[src/rtl/pmp_pkg.sv]
`default_nettype none
// ============================================================================
// pmp_pkg
// Shared PMP encodings: A-field modes, permission bit positions, FSM states.
// Rev 1.0
// ============================================================================
package pmp_pkg;

  localparam logic [1:0] c_a_off   = 2'd0;
  localparam logic [1:0] c_a_tor   = 2'd1;
  localparam logic [1:0] c_a_na4   = 2'd2;
  localparam logic [1:0] c_a_napot = 2'd3;

  localparam int c_perm_r = 0;
  localparam int c_perm_w = 1;
  localparam int c_perm_x = 2;

  typedef enum logic [1:0] {
    c_st_idle = 2'd0,
    c_st_scan = 2'd1,
    c_st_resp = 2'd2
  } state_t;

endpackage
`default_nettype wire

[src/rtl/pmp_addr_check.sv]
`default_nettype none
// ============================================================================
// pmp_addr_check
// Single-entry PMP address comparator shared across the sequential scan.
// Rev 1.0
// ============================================================================
module pmp_addr_check
  import pmp_pkg::*;
#(
  parameter int ADDR_WIDTH = 32
) (
  input  logic [ADDR_WIDTH-1:0] addr,
  input  logic [1:0]            a_mode,
  input  logic [ADDR_WIDTH-1:0] lower,
  input  logic [ADDR_WIDTH-1:0] upper,
  input  logic [ADDR_WIDTH-1:0] mask,
  output logic                  match
);

  always_comb begin
    match = 1'b0;
    case (a_mode)
      c_a_off:   match = 1'b0;
      c_a_tor:   match = (addr >= lower) && (addr < upper);
      // NA4 covers the naturally aligned 4-byte word holding the entry address
      c_a_na4:   match = (addr[ADDR_WIDTH-1:2] == upper[ADDR_WIDTH-1:2]);
      c_a_napot: match = ((addr ^ upper) & mask) == '0;
      default:   match = 1'b0;
    endcase
  end

endmodule
`default_nettype wire

[config.mk]
export PLATFORM = sky130hd
export DESIGN_NAME = pmp_addr_check
export DESIGN_NICKNAME = d
export VERILOG_FILES = /design/src/rtl/pmp_pkg.sv /design/src/rtl/pmp_addr_check.sv
export SDC_FILE = /design/constraint.sdc
export NUM_CORES = 1
export LEC_CHECK = 0
export CAP_MARGIN = 20
export CORE_MARGIN = 10
export CORE_UTILIZATION = 37
export DETAILED_ROUTE_END_ITERATION = 10
export MAX_ROUTING_LAYER = met4
export PLACE_DENSITY = 0.84
export SLEW_MARGIN = 10
export SYNTH_ARGS = -nofsm -noshare
export SYNTH_HDL_FRONTEND = slang
export SYNTH_SLANG_ARGS = --single-unit
[constraint.sdc]
create_clock -name vclk -period 3
set_input_delay 0.6 -clock vclk [all_inputs]
set_output_delay 0.6 -clock vclk [all_outputs]
set_load 0.05 [all_outputs]
* Word level (Yosys, flattened, before mapping) *
Cells that the tools add are included.

word-level totals
  output and inout bits = 1
  flip-flop bits (word level) = 0
  word-level logic and storage cells = 12
  bits in writable memories = 0
  ROM bits = 0
  input port bits = 130
  bits in latches = 0
  memories kept = 0

operators by class
  bitwise operators = 2
  shifts and indexed selects = 0
  multiply operators = 0
  order comparisons = 2
  reduce and logical (&&, ||, !) cells = 3
  multiplexer cells = 1
  divide/modulo/power cells = 0
  $add $sub $neg = 0
  equality and inequality tests = 4

operators with widths
  operator                                       number
  AND 32 bit                                     1
  greater-or-equal comparator 32 bit             1
  zero test 32 bit                               1
  less-than comparator 32 bit                    1
  XOR 32 bit                                     1
  == test 30 bit                                 1
  == test 2 bit, second input constant           2
  case mux 1 bit (4 select lines)                1
  == test 2 x 1 -> 1 bit, second input constant  1
  zero test 2 bit                                1
  logical AND 1 bit                              1

* Logic depth before layout (Yosys ltp) *
Gate-level depths: netlist (run 1).

  word-level depth = 4
  mapped depth = 8
  mapped depth without buffers = 8

* Worst setup path before layout (run 1) *
Ideal clock, no wire load.

  path kind = input -> output
  start point = input port upper[14]
  end point = output port match
  cell stages on the path = 8
  slack = 106 ps
  required time = 2400 ps
  arrival = 2294 ps
  path buffers = 0
  cell sequence = inv_1 > ha_1 > a21oi_1 > nand2_1 > a221o_1 > o31a_1 > a211oi_1 > a21o_1

between the ends
  longest elaborated chain between the ends = 4
  elaborated cells between the ends (all ways) = 7
  those cells by class = order compare (1); eq/ne (1); mux (1); bitwise (2); reduce/logical (2)

ends and longest elaborated chain
  item                                                                                 line                  text
  start, declared                                                                      pmp_addr_check.sv:15  input logic [ADDR_WIDTH-1:0] upper,
  parallel branches: the longest is 3 deep, another holds less-than comparator 32 bit  -
  case mux 1 bit (4 select lines) *                                                    pmp_addr_check.sv:22  case (a_mode)
  end, declared                                                                        pmp_addr_check.sv:17  output logic match

Every way passes the cells marked *.

* Final worst setup path (run 1) *
  start point = input port upper[10]
  end point = output port match

The elaborated chain is that of the path after synthesis.

==> results of run 1 <==
[logic make-up after synthesis]
kind of cell | after synthesis | share of synthesized area (%)
AND/OR/NAND/NOR | 53 | 15.5
buffers and inverters | 94 | 18.9
AO/OA/AOI/OAI | 65 | 22.7
adder cells (fa/ha/maj) | 64 | 42.9
[layout make-up]
cell class / instances / area (sq um) / area share (%)
antenna: 1 / 2.50 / 0.0561
inverter: 94 / 353 / 7.91
multi-input combinational: 182 / 2420 / 54.2
tap: 67 / 83.8 / 1.88
timing repair buffer: 191 / 1600 / 35.9
[per-layer routing]
metal | track usage, % | up-vias | wire (um)
met1 | 26.9 | 1505 | 5130
met4 | 6.27 | 0 | 1350
li1 | - | 1337 | -
met5 | - | - | 0
met3 | 3.87 | 143 | 1480
met2 | 48.7 | 349 | 6930
[layout by cell type (no fill, tap or decap), drive strengths merged, types with 2 or more instances in the layout]
cell type / count
buf: 94
inv: 94
ha: 64
clkdlybuf4s50: 44
dlygate4sd2: 27
a21oi: 22
clkbuf: 16
o22ai: 12
nand4: 11
nand2: 11
o21ai: 9
clkdlybuf4s15: 8
a21o: 7
nand3: 6
nand2b: 4
nor2b: 4
nor4: 4
nor2: 4
a221o: 3
nor3: 3
and4: 2
a211oi: 2
dlymetal6s2s: 2
o2111ai: 2
[power by group]
group            total [mW]  internal (mW)  switching, mW
Combinational         0.746          0.400          0.346
Clock          0.0000000445   0.0000000445              0
Sequential                0              0              0
Total                 0.746          0.400          0.346
[what timing repair did]
action	in CTS	in global routing
endpoints found under the hold margin	0	0
hold buffers	0	0
setup endpoints to repair	1	1
setup buffers	12	2
pin swaps	61	47
gates resized for setup	311	87
[tightest hold or removal path, delay by kind of cell]
kind	cells	cell delay, ps
buf+inv	3	320
fa+ha+maj	1	130
simple gates	1	50
compound gates	3	340
[per-stage QoR]
| step | instances | worst slack, ps | util, % | total power, mW | TNS [ps] |
|---|---|---|---|---|---|
| floorplan | 276 | 106 | - | 0.183 | 0 |
| global placement | 520 | -447 | 75.1 | 0.471 | -447 |
| detailed placement | 520 | -491 | 75.1 | 0.491 | -491 |
| CTS | 532 | 0.937 | 89.0 | 0.590 | 0 |
| global route | 535 | -298 | 92.6 | 0.770 | -298 |
| finish | 535 | -252 | 92.6 | 0.746 | -252 |
[final timing paths]
path,from,end,slack (ps),cells past startpoint
worst max-delay path,upper[10],match,-250,11
worst min-delay path,upper[31],match,2030,8
==> results.toml, run 1 <==
[final_layout]
seq_cell_count = 0
final_area_sq_mm = 0.00446
clock_buffers = 0
fill_cells = 167
design.final.nets = 663
layout-drive-gt1-share_pct = 54.0
register_area_sq_um = 0
area_growth_pct = 139

[routing]
wl_per_cell_um = 27.8
routed_wl_mm = 14.9
drtIter0Drc = 396
vias_per_cell = 6.23
dr.pass1.iters = 6
drc_errors = 0
antenna_left = 0
vias = 3334

[sta]
fin_crit_ps = 3250
slew-limit-headroom_pct = 68.7
setup_slack_ps = -252
setup_viol = 1
hold_ws_ps = 2030
fmax_mhz = 308
hold_viol = 0
worstMarginPinSlew_ps = 470
grt_setup_unrepaired = "true"
fin_crit_sh_pct = 108
slew_viol_final = 0

[setup_path]
path_cells = "dlygate4sd2_1 > inv_2 > ha_4 > nand4_1 > nor4_2 > buf_4 > a21boi_2 > o31a_1 > a211oi_2 > a21o_1 > buf_12"
worst-path-buf-inv = 4
start_kind = "input port"
crit_type = "input port to primary output"
cpLargestDelayFamily = "buffers and inverters"
critPathMaxFanout = 2
worst_ep_arrival_time_ps = 2650
cp_data_required_time_ps = 2400
endpoint_kind = "primary output"
critPathMaxStageDelay_ps = 330
slowest_stage = "nor4_2"

[place]
gp_congestion = 0.856
hpwl_mm = 7.57
place_area_sq_mm = 0.00362
port_buffers = 131

[logic_synthesis]
syn-cell-area_sq_mm = 0.00187
avgSynthCellArea_sq_um = 6.76
synth_top_area_share_pct = 42.9
post-synth-top-count-cell = "inv_1"
ys_seq_area_share_pct = 0
synth_cell_types = 32
synth_area_leaders = "ha_1 (43%), inv_1 (19%), a21oi_1 (5.6%)"
synth_commonest_cells = "inv_1 (94), ha_1 (64), a21oi_1 (21)"
syn_nets = 470
synth_area_leader_cell = "ha_1"
ys_warn_count = 0
syn-instance-count = 276

[global_routing]
overflow = 0
grt_pass1_wl_mm = 17.1
grt_start_max_net_pins = 5
grt_pass1_vias = 3250
grt_antenna_before_repair = 1
grt.total_usage_pct = 25.6

[die]
die_w_um = 91.0
pin_count = 131
start_util_pct = 38.7
floorplan.die_area_sq_mm = 0.00828
placementRows = 25
core_area_sq_mm = 0.00482
die_h_um = 91.0

[run_status]
failed_checks = "negative setup slack"
outcome = "finished, violations left"

[flow_run]
drv_cap = 0

[power]
power.density_mw_per_mm2 = 167
peakVddDrop_v = 0.000103
p_leak_nw = 2.12

[hold_path]
hold_path.class = "input port to primary output"
No activity file was read; power rests on OpenSTA's default activity.
==> run 2, diff against run 1 <==
--- a/config.mk
+++ b/config.mk
@@ -5,7 +5,7 @@
 export SDC_FILE = /design/constraint.sdc
 export NUM_CORES = 1
 export LEC_CHECK = 0
-export CAP_MARGIN = 20
+export CAP_MARGIN = 0
 export CORE_MARGIN = 10
 export CORE_UTILIZATION = 37
 export DETAILED_ROUTE_END_ITERATION = 10
==> results of run 2 <==
Same layout as run 1: the final DEF is identical, and so are final timing and power.
